`src/rtl/demux1x2_stream.sv`:
```
// demux1x2_stream: registered 1-to-2 stream demux with a one-entry holding register per output.
// Build macro DEMUX_CNT_EN adds per-output delivered-word counters (A_Cnt/B_Cnt).
module demux1x2_stream #(
    parameter int DATAWIDTH = 8
`ifdef DEMUX_CNT_EN
    , parameter int CNTWIDTH = 16
`endif
) (
    input  logic                 Clk,
    input  logic                 Rst,
    input  logic [DATAWIDTH-1:0] In_D,
    input  logic                 In_Sel,
    input  logic                 In_Valid,
    output logic                 In_Ready,
    output logic [DATAWIDTH-1:0] A_D,
    output logic                 A_Valid,
    input  logic                 A_Ready,
    output logic [DATAWIDTH-1:0] B_D,
    output logic                 B_Valid,
    input  logic                 B_Ready
`ifdef DEMUX_CNT_EN
    ,
    output logic [CNTWIDTH-1:0]  A_Cnt,
    output logic [CNTWIDTH-1:0]  B_Cnt
`endif
);

    localparam logic [0:0] ST_EMPTY = 1'b0;
    localparam logic [0:0] ST_FULL  = 1'b1;

    // Index 0 is side A (In_Sel=1), index 1 is side B (In_Sel=0).
    logic                 side_sel       [2];
    logic                 side_out_ready [2];
    logic                 side_can_take  [2];
    logic                 side_full      [2];
    logic [DATAWIDTH-1:0] side_data      [2];
`ifdef DEMUX_CNT_EN
    logic [CNTWIDTH-1:0]  side_cnt       [2];
`endif
    logic                 in_xfer;

    assign side_sel[0]       = In_Sel;
    assign side_sel[1]       = ~In_Sel;
    assign side_out_ready[0] = A_Ready;
    assign side_out_ready[1] = B_Ready;

    // Only the addressed side can stall the producer; In_Valid is deliberately excluded.
    assign In_Ready = In_Sel ? side_can_take[0] : side_can_take[1];
    assign in_xfer  = In_Valid & In_Ready;

    genvar gi;
    generate
        for (gi = 0; gi < 2; gi++) begin : g_side
            logic [0:0]           state_reg;
            logic [0:0]           state_next;
            logic [DATAWIDTH-1:0] data_reg;
            logic [DATAWIDTH-1:0] data_next;
            logic                 load;
            logic                 take;

            assign load = in_xfer & side_sel[gi];
            assign take = (state_reg == ST_FULL) & side_out_ready[gi];

            // A full slot can accept a new word in the same cycle it is drained.
            assign side_can_take[gi] = (state_reg == ST_EMPTY) | side_out_ready[gi];

            always_comb begin
                state_next = state_reg;
                case (state_reg)
                    ST_EMPTY: if (load) state_next = ST_FULL;
                    default:  if (take && !load) state_next = ST_EMPTY;
                endcase
            end

            assign data_next = load ? In_D : data_reg;

            always_ff @(posedge Clk or negedge Rst) begin
                if (!Rst) begin
                    state_reg <= ST_EMPTY;
                    data_reg  <= '0;
                end else begin
                    state_reg <= state_next;
                    data_reg  <= data_next;
                end
            end

            assign side_full[gi] = (state_reg == ST_FULL);
            assign side_data[gi] = data_reg;

`ifdef DEMUX_CNT_EN
            logic [CNTWIDTH-1:0] cnt_reg;

            always_ff @(posedge Clk or negedge Rst) begin
                if (!Rst) begin
                    cnt_reg <= '0;
                end else if (take) begin
                    cnt_reg <= cnt_reg + CNTWIDTH'(1);
                end
            end

            assign side_cnt[gi] = cnt_reg;
`endif
        end
    endgenerate

    assign A_Valid = side_full[0];
    assign A_D     = side_data[0];
    assign B_Valid = side_full[1];
    assign B_D     = side_data[1];
`ifdef DEMUX_CNT_EN
    assign A_Cnt   = side_cnt[0];
    assign B_Cnt   = side_cnt[1];
`endif

endmodule

```
`config.mk`:
```
export PLATFORM = sky130hd
export DESIGN_NAME = demux1x2_stream
export DESIGN_NICKNAME = d
export VERILOG_FILES = /design/src/rtl/demux1x2_stream.sv
export SDC_FILE = /design/constraint.sdc
export NUM_CORES = 1
export LEC_CHECK = 0
export ABC_AREA = 1
export CELL_PAD_IN_SITES_DETAIL_PLACEMENT = 1
export CELL_PAD_IN_SITES_GLOBAL_PLACEMENT = 2
export CORE_MARGIN = 8
export CORE_UTILIZATION = 21
export CTS_CLUSTER_SIZE = 16
export DETAILED_ROUTE_END_ITERATION = 7
export GPL_TIMING_DRIVEN = 0
export PLACE_DENSITY_LB_ADDON = 0.1
export SYNTH_ARGS = -nofsm -noshare
export SYNTH_HDL_FRONTEND = slang
export SYNTH_SLANG_ARGS = --single-unit
```
`constraint.sdc`:
```
create_clock -name Clk -period 1 [get_ports Clk]
set_clock_uncertainty 0.2 [all_clocks]
set_input_delay 0.3 -clock Clk [delete_from_list [all_inputs] [get_ports Clk]]
set_output_delay 0.3 -clock Clk [all_outputs]
set_load 0.02 [all_outputs]
```
==> flow_metrics.tcl <==
set metrics [dict create \
    status "finished, violations left" \
    violations "negative hold slack, negative setup slack" \
    hold_ws_ns -0.107 \
    internal_power_w 0.00159 \
    critPathTopFamily "flip-flops" \
    slowest_delay_ns 0.40 \
    p_switching_w 0.000722 \
    grt_usage_pct 8.68 \
    numCtsBuffers 3 \
    die_h_um 77.9 \
    io_buffers 31 \
    rows 22 \
    synth_top_cell_by_area "dfrtp_1" \
    synth.area.top_cells "dfrtp_1 (56%), nand2_1 (17%), nand4_1 (12%)" \
    synth_nets 97 \
    power_density_mw_per_mm2 1540 \
    antenna_found_initial 0 \
    tritoncts "yes" \
    fillers 437 \
    yosys_warnings 0 \
    final.setup.tns_ns -9.65 \
    synthXorXnorAreaFrac_pct 0 \
    post-route-period-util_pct 156 \
    vdd_drop_max_uv 881 \
    hp-class "in -> async" \
    htreeDepth 1 \
    insertion_delay_ns 0.25 \
    ios 33 \
    synth-seq-cells 18 \
    setup_viol 37 \
    switching_share_pct 31.2 \
    crit_slowest_cell "dfrtp_2" \
    vias 791 \
    crit_fanout 3 \
    worst_ep_arrival_time_ns 1.06 \
    leakagePower_nw 0.754 \
    synth_top_family_by_area "simple AND/OR/NAND/NOR gates" \
    clkPwrFrac_pct 21.5 \
    fmax_mhz 640 \
    wl_per_cell_um 14.5 \
    avgSynthCellArea_sq_um 9.71 \
    chipWidth_um 77.9 \
    path_buf_inv 2 \
    diodes 0 \
    avgViaCountPerCell 4.19 \
    synth-simple-area-share_pct 35.6 \
    syn-cell-area_sq_um 806 \
    clockBufferDepth 2 \
    grt_pass1_wl_um 4220 \
    p_comb_share_pct 38.6 \
    grt_max_degree 19 \
    grt.overflow.total 0 \
    start_util_pct 21.8 \
    place.gp.congestion 0.672 \
    fin_ws_ns -0.562 \
    dp_cells 162 \
    worst_ep_required_time_ns 0.50 \
    ant_nets 0 \
    fin_crit_ns 1.56 \
    hold_viol 18 \
    synth_cell_types 10 \
    cts_root_buf "clkbuf_8" \
    drive_gt1_share_pct 51.8 \
    synthDominantCellAreaShare_pct 55.9 \
    drc_errors 0 \
    rsz0062_at_grt "true" \
    synth_mux_area_share_pct 0 \
    first_iter_violations 19 \
    synth-compound-area-share_pct 0 \
    r2r_start "B_Valid" \
    cts_sinks 18 \
    slew-limit-headroom_pct 67.3 \
    ys_seq_area_share_pct 55.9 \
    synth-adder-area-share_pct 0 \
    cp-startpoint "B_Valid" \
    worstSetupStartpointType "flip-flop" \
    nNetsFinal 157 \
    end_kind "output pin" \
    core_sq_mm 0.00369 \
    pwr-share-seq_pct 39.9 \
    p_total_w 0.00231 \
    area_delta_synth_final_pct 87.1 \
    layout.cells.non_filler 189 \
    critical_path_class "reg -> out" \
    tightest_slew_ns 0.491 \
    finalWirelength_um 2740 \
    drv_cap 0 \
    clk_pin_slew_ns 0.06 \
    grt_pass1_vias 863 \
    hpwl_um 1770 \
    dr.pass1.iters 4 \
    report.final.slew_viol_count 0 \
    path_cells "nand2_2 -> buf_6 -> nand2_4 -> nand2_4 -> buf_6" \
    dieArea_sq_mm 0.00608 \
    netlist_instances 83 \
]
[registers in the layout (all words and copies together), names as in the netlist]
name,flops
A_D,8
B_D,8
A_Valid,1
B_Valid,1
[cells in the mapped netlist (all sizes together)]
master	count
buf	5
dfrtp	18
inv	3
nand2	39
nand3	2
nand4	16
[routing by layer]
layer  GRT usage (%)  vias up  share of wire (%)  routed length (um)
met5               0        -                  0                   0
met4            2.78        0               0.44                  12
met3            4.49        2                7.9                 216
met2            14.5       21                 52                1420
met1            9.26      369                 40                1090
li1                -      399                  -                   -
[final cells by class]
type / count / area [sq um] / area share [%]
Inverter: 3 / 13.8 / 0.913
Buffer: 5 / 65.1 / 4.32
Tap cell: 48 / 60.1 / 3.98
Timing Repair Buffer: 53 / 513 / 34.0
Clock buffer: 3 / 41.3 / 2.74
Sequential cell: 18 / 453 / 30.0
Multi-Input combinational cell: 59 / 362 / 24.0
[what timing repair did]
| item | CTS | global route |
|---|---|---|
| hold endpoints to repair | 18 | 18 |
| buffers inserted | 15 | 11 |
| gates resized for setup | 121 | 16 |
| setup endpoints to repair | 55 | 37 |
| gates cloned | 2 | 2 |
| pin swaps | 5 | 14 |
[path summary, 6_finish.rpt]
| path | endpoint | slack, ns | depth (start not counted) |
|---|---|---|---|
| max | In_Ready | -0.56 | 5 |
| min | A_D[2] | -0.11 | 1 |
| max reg2reg | B_D[0] | -0.24 | 6 |
| min reg2reg | B_D[2] | 0.30 | 2 |
| max in group asynchronous | B_Valid | 0.35 | 1 |
| min in group Clk | A_D[2] | 0.16 | 3 |
[kinds of logic after synthesis]
kind of cell           count (synthesis)
DFF                                   18
buffers and inverters                  8
and+or+nand+nor                       57
[power by group through the flow]
stage / Sequential [W] / Clock [W] / Combinational, W
global route: 0.000939 / 0.000551 / 0.000966
floorplan: 0.00105 / 0 / 0.000192
detailed placement: 0.000914 / 0 / 0.000683
finish: 0.000924 / 0.000497 / 0.000894
global placement: 0.000910 / 0 / 0.000682
CTS: 0.000922 / 0.000534 / 0.000796
[worst reg2reg max path, stage by stage, from the launching register on]
cell	delay, ns
dfrtp_2	0.40
nand2_2	0.08
buf_4	0.11
buf_6	0.10
nand3_4	0.10
nand2_1	0.08
nand2_1	0.05
[cells in the final DEF (no fill, tap or decap), drive strengths merged]
cell type,instances
buf,45
nand2,39
dfrtp,18
nand4,16
clkdlybuf4s50,8
clkbuf,5
nand3,4
inv,3
dlygate4sd2,2
clkdlybuf4s15,1
[through the flow]
stage / instance area, sq um / hold slack (ns) / util, % / worst slack [ns]
detailed placement: 1200 / 0.258 / 32.6 / -1.27
CTS: 1380 / -0.102 / 37.5 / -0.569
floorplan: 833 / -0.196 / - / -0.309
global route: 1510 / -0.0876 / 40.9 / -0.607
finish: 1510 / -0.107 / 40.9 / -0.562
global placement: 1200 / 0.254 / 32.6 / -1.26
No activity file was read; power rests on OpenSTA's default activity.
